## config.mk

```make
export PLATFORM = sky130hd
export DESIGN_NAME = trans_conv_input_pacer_flat
export DESIGN_NICKNAME = d
export VERILOG_FILES = /design/src/rtl/trans_conv_input_pacer_pkg.sv /design/src/rtl/trans_conv_input_pacer_if.sv /design/src/rtl/trans_conv_input_pacer_sync_fifo.sv /design/src/rtl/trans_conv_input_pacer.sv /design/src/flat_wrapper.sv
export SDC_FILE = /design/constraint.sdc
export NUM_CORES = 1
export LEC_CHECK = 0
export ABC_CLOCK_PERIOD_IN_PS = 5450
export CORE_MARGIN = 2
export CORE_UTILIZATION = 60
export DETAILED_ROUTE_END_ITERATION = 8
export PLACE_DENSITY = 0.85
export SYNTH_ARGS = -nofsm -noshare
export SYNTH_HDL_FRONTEND = slang
export SYNTH_SLANG_ARGS = --single-unit
```

## constraint.sdc

```tcl
create_clock -name clk -period 5.45 [get_ports clk]
set_input_delay 0.8175 -clock clk [delete_from_list [all_inputs] [get_ports clk]]
set_output_delay 0.8175 -clock clk [all_outputs]
set_load 0.01 [all_outputs]
```

## src/rtl/trans_conv_input_pacer_pkg.sv

```systemverilog
// Shared defaults, FSM state encoding and width helpers for the input pacer.
package trans_conv_input_pacer_pkg;

  localparam int DEF_DATA_WIDTH = 16;
  localparam int DEF_IN_WIDTH   = 8;
  localparam int DEF_FIFO_DEPTH = 16;
  localparam int DEF_PIX_GAP    = 4;
  localparam int DEF_ROW_GAP    = 20;

  typedef enum logic [1:0] {
    ST_IDLE     = 2'd0,
    ST_EMIT     = 2'd1,
    ST_PIX_WAIT = 2'd2,
    ST_ROW_WAIT = 2'd3
  } pacer_state_e;

  // Width of a row/column index; never narrower than one bit.
  function automatic int idx_width(input int n);
    return (n > 1) ? $clog2(n) : 1;
  endfunction

  // Occupancy counter must be able to represent a completely full FIFO.
  function automatic int count_width(input int depth);
    return $clog2(depth) + 1;
  endfunction

  // Gap counter must hold the larger of the two gap loads.
  function automatic int gap_width(input int pix_gap, input int row_gap);
    int mx;
    mx = (pix_gap > row_gap) ? pix_gap : row_gap;
    return (mx > 0) ? $clog2(mx + 1) : 1;
  endfunction

endpackage

```

## src/rtl/trans_conv_input_pacer_if.sv

```systemverilog
// Upstream word stream plus paced pixel stream toward the transposed-conv layer.
interface trans_conv_input_pacer_if
  import trans_conv_input_pacer_pkg::*;
#(
  parameter int DATA_WIDTH = DEF_DATA_WIDTH,
  parameter int IN_WIDTH   = DEF_IN_WIDTH,
  parameter int FIFO_DEPTH = DEF_FIFO_DEPTH
) ();

  localparam int IDX_W = idx_width(IN_WIDTH);
  localparam int CNT_W = count_width(FIFO_DEPTH);

  logic                  valid_in;
  logic [DATA_WIDTH-1:0] data_in;
  logic                  ready_in;
  logic                  valid_out;
  logic [DATA_WIDTH-1:0] data_out;
  logic [IDX_W-1:0]      row_idx;
  logic [IDX_W-1:0]      col_idx;
  logic                  frame_done;
  logic [CNT_W-1:0]      fifo_count;

  // The pacer itself.
  modport slave (
    input  valid_in, data_in,
    output ready_in, valid_out, data_out, row_idx, col_idx, frame_done, fifo_count
  );

  // Whoever feeds words in and watches pixels come out.
  modport master (
    output valid_in, data_in,
    input  ready_in, valid_out, data_out, row_idx, col_idx, frame_done, fifo_count
  );

endinterface

```

## src/rtl/trans_conv_input_pacer_sync_fifo.sv

```systemverilog
// Single-clock FIFO with first-word fall-through read and occupancy count.
module sync_fifo
  import trans_conv_input_pacer_pkg::*;
#(
  parameter int DATA_WIDTH = DEF_DATA_WIDTH,
  parameter int FIFO_DEPTH = DEF_FIFO_DEPTH
) (
  input  logic                               clk,
  input  logic                               rst,
  input  logic                               clear_i,
  input  logic                               push_i,
  input  logic                               pop_i,
  input  logic [DATA_WIDTH-1:0]              data_i,
  output logic [DATA_WIDTH-1:0]              data_o,
  output logic [count_width(FIFO_DEPTH)-1:0] count_o,
  output logic                               full_o,
  output logic                               empty_o
);

  localparam int PTR_W = $clog2(FIFO_DEPTH);
  localparam int CNT_W = count_width(FIFO_DEPTH);

  logic [DATA_WIDTH-1:0] mem_q [FIFO_DEPTH];
  logic [PTR_W-1:0]      wr_ptr_q, wr_ptr_d;
  logic [PTR_W-1:0]      rd_ptr_q, rd_ptr_d;
  logic [CNT_W-1:0]      count_q, count_d;
  logic                  do_push, do_pop;

  assign full_o  = (count_q == CNT_W'(FIFO_DEPTH));
  assign empty_o = (count_q == '0);
  assign do_push = push_i && !full_o && !clear_i;
  assign do_pop  = pop_i && !empty_o && !clear_i;
  assign data_o  = mem_q[rd_ptr_q];
  assign count_o = count_q;

  // Next pointer/occupancy; depth is a power of two so pointers wrap on their own.
  always_comb begin
    // NOTE: every always_comb output gets a default first, so no path can infer a latch.
    wr_ptr_d = wr_ptr_q;
    rd_ptr_d = rd_ptr_q;
    count_d  = count_q;
    if (clear_i) begin
      wr_ptr_d = '0;
      rd_ptr_d = '0;
      count_d  = '0;
    end else begin
      if (do_push) wr_ptr_d = wr_ptr_q + PTR_W'(1);
      if (do_pop)  rd_ptr_d = rd_ptr_q + PTR_W'(1);
      case ({do_push, do_pop})
        2'b10:   count_d = count_q + CNT_W'(1);
        2'b01:   count_d = count_q - CNT_W'(1);
        default: count_d = count_q;
      endcase
    end
  end

  // Pointer and occupancy registers.
  always_ff @(posedge clk or posedge rst) begin
    // NOTE: sequential state uses non-blocking assignment so all registers update from pre-edge values.
    if (rst) begin
      wr_ptr_q <= '0;
      rd_ptr_q <= '0;
      count_q  <= '0;
    end else begin
      wr_ptr_q <= wr_ptr_d;
      rd_ptr_q <= rd_ptr_d;
      count_q  <= count_d;
    end
  end

  // Word storage.
  always_ff @(posedge clk) begin
    // NOTE: storage is not reset; emptiness is tracked by count_q, so stale words are never read.
    if (do_push) mem_q[wr_ptr_q] <= data_i;
  end

endmodule

```

## src/rtl/trans_conv_input_pacer.sv

```systemverilog
// Paces buffered pixels into single-cycle pulses with per-pixel and per-row idle gaps.
module trans_conv_input_pacer
  import trans_conv_input_pacer_pkg::*;
#(
  parameter int DATA_WIDTH = DEF_DATA_WIDTH,
  parameter int IN_WIDTH   = DEF_IN_WIDTH,
  parameter int FIFO_DEPTH = DEF_FIFO_DEPTH,
  parameter int PIX_GAP    = DEF_PIX_GAP,
  parameter int ROW_GAP    = DEF_ROW_GAP
) (
  input  logic                     clk,
  input  logic                     rst,
  input  logic                     clear,
  trans_conv_input_pacer_if.slave  bus
);

  localparam int IDX_W = idx_width(IN_WIDTH);
  localparam int CNT_W = count_width(FIFO_DEPTH);
  localparam int GAP_W = gap_width(PIX_GAP, ROW_GAP);

  localparam logic [IDX_W-1:0] LAST_IDX = IDX_W'(IN_WIDTH - 1);
  localparam logic [GAP_W-1:0] PIX_LOAD = GAP_W'(PIX_GAP);
  localparam logic [GAP_W-1:0] ROW_LOAD = GAP_W'(ROW_GAP);

  pacer_state_e          state_q;
  logic                  valid_out_q;
  logic [DATA_WIDTH-1:0] data_out_q;
  logic [IDX_W-1:0]      row_idx_q, col_idx_q;
  logic                  frame_done_q;
  logic [IDX_W-1:0]      next_row_q, next_col_q;
  logic [GAP_W-1:0]      gap_cnt_q;

  logic [DATA_WIDTH-1:0] fifo_data;
  logic [CNT_W-1:0]      fifo_count;
  logic                  fifo_full, fifo_empty;
  logic                  push, pop, pop_slot, gap_done, next_is_last;

  assign bus.ready_in = !fifo_full && !clear && !rst;
  assign push         = bus.valid_in && bus.ready_in;
  assign gap_done     = (gap_cnt_q <= GAP_W'(1));
  assign pop          = pop_slot && !fifo_empty && !clear;
  assign next_is_last = (next_row_q == LAST_IDX) && (next_col_q == LAST_IDX);

  sync_fifo #(
    .DATA_WIDTH (DATA_WIDTH),
    .FIFO_DEPTH (FIFO_DEPTH)
  ) u_fifo (
    .clk     (clk),
    .rst     (rst),
    .clear_i (clear),
    .push_i  (push),
    .pop_i   (pop),
    .data_i  (bus.data_in),
    .data_o  (fifo_data),
    .count_o (fifo_count),
    .full_o  (fifo_full),
    .empty_o (fifo_empty)
  );

  // A pop slot is open in IDLE and on the last cycle of a gap; popping straight out of the
  // final gap cycle keeps back-to-back pulses exactly PIX_GAP/ROW_GAP idle cycles apart.
  always_comb begin
    pop_slot = 1'b0;
    case (state_q)
      ST_IDLE:                  pop_slot = 1'b1;
      ST_PIX_WAIT, ST_ROW_WAIT: pop_slot = gap_done;
      default:                  pop_slot = 1'b0;
    endcase
  end

  // Pacing FSM with registered pulse, pixel, position and gap counter.
  always_ff @(posedge clk or posedge rst) begin
    if (rst) begin
      state_q      <= ST_IDLE;
      valid_out_q  <= 1'b0;
      data_out_q   <= '0;
      row_idx_q    <= '0;
      col_idx_q    <= '0;
      frame_done_q <= 1'b0;
      next_row_q   <= '0;
      next_col_q   <= '0;
      gap_cnt_q    <= '0;
    end else if (clear) begin
      state_q      <= ST_IDLE;
      valid_out_q  <= 1'b0;
      data_out_q   <= '0;
      row_idx_q    <= '0;
      col_idx_q    <= '0;
      frame_done_q <= 1'b0;
      next_row_q   <= '0;
      next_col_q   <= '0;
      gap_cnt_q    <= '0;
    end else if (pop) begin
      state_q      <= ST_EMIT;
      valid_out_q  <= 1'b1;
      data_out_q   <= fifo_data;
      row_idx_q    <= next_row_q;
      col_idx_q    <= next_col_q;
      frame_done_q <= next_is_last;
      gap_cnt_q    <= '0;
      if (next_col_q == LAST_IDX) begin
        next_col_q <= '0;
        next_row_q <= (next_row_q == LAST_IDX) ? '0 : next_row_q + IDX_W'(1);
      end else begin
        next_col_q <= next_col_q + IDX_W'(1);
      end
    end else begin
      case (state_q)
        ST_EMIT: begin
          valid_out_q  <= 1'b0;
          frame_done_q <= 1'b0;
          if (col_idx_q == LAST_IDX) begin
            state_q   <= ST_ROW_WAIT;
            gap_cnt_q <= ROW_LOAD;
          end else begin
            state_q   <= ST_PIX_WAIT;
            gap_cnt_q <= PIX_LOAD;
          end
        end
        ST_PIX_WAIT, ST_ROW_WAIT: begin
          if (gap_done) begin
            state_q   <= ST_IDLE;
            gap_cnt_q <= '0;
          end else begin
            gap_cnt_q <= gap_cnt_q - GAP_W'(1);
          end
        end
        ST_IDLE: state_q <= ST_IDLE;
        default: state_q <= ST_IDLE;
      endcase
    end
  end

  assign bus.valid_out  = valid_out_q;
  assign bus.data_out   = data_out_q;
  assign bus.row_idx    = row_idx_q;
  assign bus.col_idx    = col_idx_q;
  assign bus.frame_done = frame_done_q;
  assign bus.fifo_count = fifo_count;

endmodule
```

## src/flat_wrapper.sv

```systemverilog
// flat-port wrapper written by rule: the top's interface ports become plain ports
module trans_conv_input_pacer_flat import trans_conv_input_pacer_pkg::*;
#(
  parameter int DATA_WIDTH = DEF_DATA_WIDTH,
  parameter int IN_WIDTH   = DEF_IN_WIDTH,
  parameter int FIFO_DEPTH = DEF_FIFO_DEPTH,
  parameter int PIX_GAP    = DEF_PIX_GAP,
  parameter int ROW_GAP    = DEF_ROW_GAP
)
  (clk, rst, clear, bus_valid_in, bus_data_in, bus_ready_in, bus_valid_out, bus_data_out, bus_row_idx, bus_col_idx, bus_frame_done, bus_fifo_count);
  trans_conv_input_pacer_if #(.DATA_WIDTH(DATA_WIDTH), .IN_WIDTH(IN_WIDTH), .FIFO_DEPTH(FIFO_DEPTH)) bus_i ();
  input  logic clk;
  input  logic rst;
  input  logic clear;
  input wire logic [$bits(bus_i.valid_in)-1:0] bus_valid_in;
  input wire logic [$bits(bus_i.data_in)-1:0] bus_data_in;
  output wire logic [$bits(bus_i.ready_in)-1:0] bus_ready_in;
  output wire logic [$bits(bus_i.valid_out)-1:0] bus_valid_out;
  output wire logic [$bits(bus_i.data_out)-1:0] bus_data_out;
  output wire logic [$bits(bus_i.row_idx)-1:0] bus_row_idx;
  output wire logic [$bits(bus_i.col_idx)-1:0] bus_col_idx;
  output wire logic [$bits(bus_i.frame_done)-1:0] bus_frame_done;
  output wire logic [$bits(bus_i.fifo_count)-1:0] bus_fifo_count;
  assign bus_i.valid_in = bus_valid_in;
  assign bus_i.data_in = bus_data_in;
  assign bus_ready_in = bus_i.ready_in;
  assign bus_valid_out = bus_i.valid_out;
  assign bus_data_out = bus_i.data_out;
  assign bus_row_idx = bus_i.row_idx;
  assign bus_col_idx = bus_i.col_idx;
  assign bus_frame_done = bus_i.frame_done;
  assign bus_fifo_count = bus_i.fifo_count;
  trans_conv_input_pacer #(.DATA_WIDTH(DATA_WIDTH), .IN_WIDTH(IN_WIDTH), .FIFO_DEPTH(FIFO_DEPTH), .PIX_GAP(PIX_GAP), .ROW_GAP(ROW_GAP)) u_core (.clk(clk), .rst(rst), .clear(clear), .bus(bus_i));
endmodule
```

==> results.yml <==
clocking:
  clk_transition_reported_paths_ns: 0.06
  cts.htree.levels: 1
  clkLatencyLatePin_ns: 0.55
  numCtsBuffers: 29
  cts_root_buf: "sky130_fd_sc_hd__clkbuf_16"
  holdBufCountCts: 0
  post-cts-setup-buffer-count: 0
  ctsLongestPathBuffers: 3
  cts_num_sinks: 306
  cts.repair.resized: 0
  cts_tree: "done"
sta:
  rsz_0062_raised_after_global_routing: "false"
  setup_viol_count_final: 0
  final_period_utilization: 0.609
  post-route-min-period_ns: 3.32
  worst_slew_pin_slew_ns: 1.05
  timing.final.hold_violations: 0
  final-max-slew-violation-count: 0
  slew_headroom: 0.303
  clock-skew-final_ns: 0.0110
  clock.fmax_mhz: 301
  timing.setup.tns_ns: 0
  layout_setup_ws_ns: 2.13
worst_setup_path:
  worst_path_largest_cell_delay_ns: 0.58
  reg2regPathDepth: 10
  maximum_fanout_encountered_on_the_critical_timing_path: 33
  cp.arrival_ns: 3.71
  crit_path_cell_trace: "or4b_4 > o22a_2 > nor2_8 > nand2_1 > fa_1 > nand2b_1 > a21oi_1 > o211ai_1 > o2111ai_1 > o311ai_1"
  cp_top_family: "simple AND/OR/NAND/NOR gates"
  startpoint_type: "flop"
  end_kind: "flop"
  required_ns: 5.84
  worstSetupPathType: "flop to flop"
  buffers_and_inverters_on_the_worst_path: 0
  rr_startpoint: "u_core.gap_cnt_q[2]"
  path_depth: 10
  critPathLaunch: "u_core.gap_cnt_q[2]"
  crit_path_top_delay_cell: "sky130_fd_sc_hd__or4b_4"
power_and_ir_drop:
  ir_worst_vdd_v: 0.000320
  total_design_power_mw: 6.26
  pwr-share-clk: 0.327
  internal_power_mw: 4.52
  power_leakage_nw: 4.66
  power_spent_charging_and_discharging_nets_mw: 1.73
  pwr-share-seq: 0.456
  sw_frac_of_total: 0.277
  power.density_cell_area_nw_per_um2: 450
  combinational_share_of_power: 0.217
synth:
  synth_nets: 718
  ys_async_sr_fraction: 0.163
  yosysWarnings: 0
  syn-cell-area_sq_um: 12200
  number_of_storage_elements_in_the_synthesis_netlist: 306
  synth_ff_type: "sky130_fd_sc_hd__edfxtp_1"
  synth.yosys.seq_area_share: 0.732
  yosysUniqueCellTypes: 55
  syn_avg_cell_area_sq_um: 17.9
  synth_edf_count: 256
  post_synth_inst_count: 683
layout:
  final_cell_count_without_fillers: 1027
  area_growth_pct: 13.9
  fill_cells: 1182
  multi_input_area_sq_um: 3080
  final_core_util: 0.692
  number_of_nets_at_the_end_of_the_flow: 769
  insertedDiodeCount: 0
  ff_latch_area_sq_um: 8940
  post_route_cells_drive_above_1_share: 0.166
global_routing:
  grt.total_usage: 0.241
  met2_track_utilization_from_global_routing: 0.403
  met1_usage: 0.347
  global_route.overflow_total: 0
  number_of_antenna_violations_at_the_first_check_in_global_routing: 0
  grt-busiest-layer: "met2"
  grt_pass1_vias: 6571
  largest_net_degree_at_the_start_of_global_routing: 55
  groute.layer.met3.usage: 0.0359
  grt_pass1_wl_um: 39200
run_status:
  outcome: "complete, no violations"
drt:
  wl_per_instance_um: 24.3
  drtPass1Iterations: 5
  vias_per_cell: 6.35
  drcViolationCount: 0
  vias: 6519
  ant_nets: 0
  postRouteWirelength_um: 24900
  detailedRoute.firstIterationViolations: 619
hold_path:
  worst_hold_path_type: "flop to flop"
  hold_wc_startpoint: "u_core.bus.row_idx[1]"
  min_path_cells: 2
floorplan:
  rows: 52
  dieHeight_um: 147
  ioPinCount: 50
  core_region_area_sq_um: 20100
  initial_utilization: 0.607
  fp.dieW_um: 147
  die_area_sq_um: 21500
placement:
  port-buffer-count: 49
  half_perimeter_wire_length_after_detailed_placement_um: 15100
  place_congestion: 0.843
  placedCellCount: 973
  pre_cts_slack_ns: 1.68
flow_run:
  timing.max_cap.violations: 0
## worst min-delay path: stages, from the launching register on
cell	delay, ns
sky130_fd_sc_hd__dfrtp_1	0.37
sky130_fd_sc_hd__nand2_1	0.06
sky130_fd_sc_hd__a21oi_1	0.05
## cell usage after synthesis (2+ instances only)
| cell type | instances | share of area |
|---|---|---|
| sky130_fd_sc_hd__o2bb2ai_1 | 2 | 0.0014 |
| sky130_fd_sc_hd__dfrtp_1 | 50 | 0.10 |
| sky130_fd_sc_hd__clkbuf_1 | 22 | 0.0068 |
| sky130_fd_sc_hd__nor3_1 | 4 | 0.0016 |
| sky130_fd_sc_hd__buf_2 | 10 | 0.0041 |
| sky130_fd_sc_hd__edfxtp_1 | 256 | 0.63 |
| sky130_fd_sc_hd__inv_1 | 9 | 0.0028 |
| sky130_fd_sc_hd__buf_1 | 2 | 0.00062 |
| sky130_fd_sc_hd__nor2_1 | 18 | 0.0055 |
| sky130_fd_sc_hd__and2_1 | 9 | 0.0046 |
| sky130_fd_sc_hd__a22oi_1 | 32 | 0.020 |
| sky130_fd_sc_hd__and4_1 | 5 | 0.0036 |
| sky130_fd_sc_hd__nor2b_1 | 3 | 0.0015 |
| sky130_fd_sc_hd__mux4_2 | 64 | 0.12 |
| sky130_fd_sc_hd__nand2b_1 | 3 | 0.0015 |
| sky130_fd_sc_hd__a21oi_1 | 38 | 0.016 |
| sky130_fd_sc_hd__a21o_1 | 2 | 0.0012 |
| sky130_fd_sc_hd__nand2_1 | 79 | 0.024 |
| sky130_fd_sc_hd__nor4_1 | 4 | 0.0021 |
| sky130_fd_sc_hd__xor2_1 | 7 | 0.0050 |
| sky130_fd_sc_hd__or3_1 | 4 | 0.0021 |
| sky130_fd_sc_hd__xnor2_1 | 4 | 0.0029 |
| sky130_fd_sc_hd__ha_1 | 14 | 0.014 |
| sky130_fd_sc_hd__nand3_1 | 7 | 0.0029 |
| sky130_fd_sc_hd__and3_1 | 5 | 0.0026 |
## layout by cell type, fill, tap and decap left out, types with 4 or more instances in the layout
cell type and n:
sky130_fd_sc_hd__edfxtp_1 256, sky130_fd_sc_hd__nand2_1 79, sky130_fd_sc_hd__mux4_2 64, sky130_fd_sc_hd__clkdlybuf4s50_1 48, sky130_fd_sc_hd__dfrtp_1 48, sky130_fd_sc_hd__a21oi_1 38
sky130_fd_sc_hd__a22oi_1 32, sky130_fd_sc_hd__clkbuf_16 29, sky130_fd_sc_hd__nor2_1 18, sky130_fd_sc_hd__ha_1 14, sky130_fd_sc_hd__clkbuf_1 11, sky130_fd_sc_hd__and2_1 9
sky130_fd_sc_hd__inv_1 8, sky130_fd_sc_hd__xor2_1 7, sky130_fd_sc_hd__nand3_1 7, sky130_fd_sc_hd__buf_4 6, sky130_fd_sc_hd__and4_1 5, sky130_fd_sc_hd__and3_1 5
sky130_fd_sc_hd__nor4_1 4, sky130_fd_sc_hd__nor3_1 4, sky130_fd_sc_hd__or3_1 4, sky130_fd_sc_hd__xnor2_1 4, sky130_fd_sc_hd__clkinvlp_4 4, sky130_fd_sc_hd__bufinv_16 4
## kinds of logic (layout without fill, tap and decap cells)
family | Yosys count | in the layout | synth area share
compound gates | 91 | 91 | 0.0492
xor+xnor | 11 | 11 | 0.00789
fa+ha+maj | 15 | 15 | 0.0160
buf+inv | 45 | 119 | 0.0152
flops | 306 | 306 | 0.732
mux | 67 | 67 | 0.121
simple gates | 148 | 148 | 0.0582
## power groups by stage
stage          clock [mW]  combinational (mW)  sequential [mW]
6_report             2.05                1.36             2.85
5_1_grt              2.15                1.47             2.88
4_1_cts              2.06                1.36             2.86
3_5_place_dp            0                1.35             2.91
3_3_place_gp            0                1.30             2.89
2_1_floorplan           0                1.00             2.80
## layer usage
metal | share of wire | vias up
met5 | 0 | -
met4 | 0.015 | 0
met3 | 0.074 | 38
met2 | 0.51 | 321
met1 | 0.40 | 3350
li1 | - | 2810
## path summary, 6_finish.rpt
check / to / slack, ns
worst max-delay path: u_core.u_fifo.count_o[4] / 2.13
worst min-delay path: u_core.bus.row_idx[1] / 0.53
worst max register to register: u_core.u_fifo.count_o[4] / 2.13
worst min register to register: u_core.bus.row_idx[1] / 0.53
max in group asynchronous: u_core.u_fifo.rd_ptr_q[0] / 3.79
min in group asynchronous: u_core.u_fifo.wr_ptr_q[2] / 0.92
## layout make-up
| class | count | share of cell area |
|---|---|---|
| repair buffers | 55 | 0.0382 |
| clock buffers | 43 | 0.0581 |
| well taps | 270 | 0.0243 |
| flip-flops and latches | 306 | 0.643 |
| clock inverters | 11 | 0.0121 |
| inverters | 10 | 0.00270 |
| multi-input cells | 332 | 0.222 |
## per-stage QoR
step | instance area, sq um | hold slack [ns]
3_5_place_dp | 12900 | 0.520
6_report | 13900 | 0.528
2_1_floorplan | 12200 | 0.495
5_1_grt | 13900 | 0.537
3_3_place_gp | 12900 | 0.511
4_1_cts | 13900 | 0.529
## sequential cells by signal (all words and copies together) (netlist names)
register,count
u_core.u_fifo.mem_q,256
u_core.bus.data_out,16
u_core.gap_cnt_q,5
u_core.u_fifo.count_o,5
u_core.u_fifo.rd_ptr_q,4
u_core.u_fifo.wr_ptr_q,4
u_core.bus.col_idx,3
u_core.bus.row_idx,3
u_core.next_col_q,3
u_core.next_row_q,3
u_core.state_q,2
u_core.bus.frame_done,1
u_core.bus.valid_out,1
Note: power is estimated with default switching activity, not from simulation.
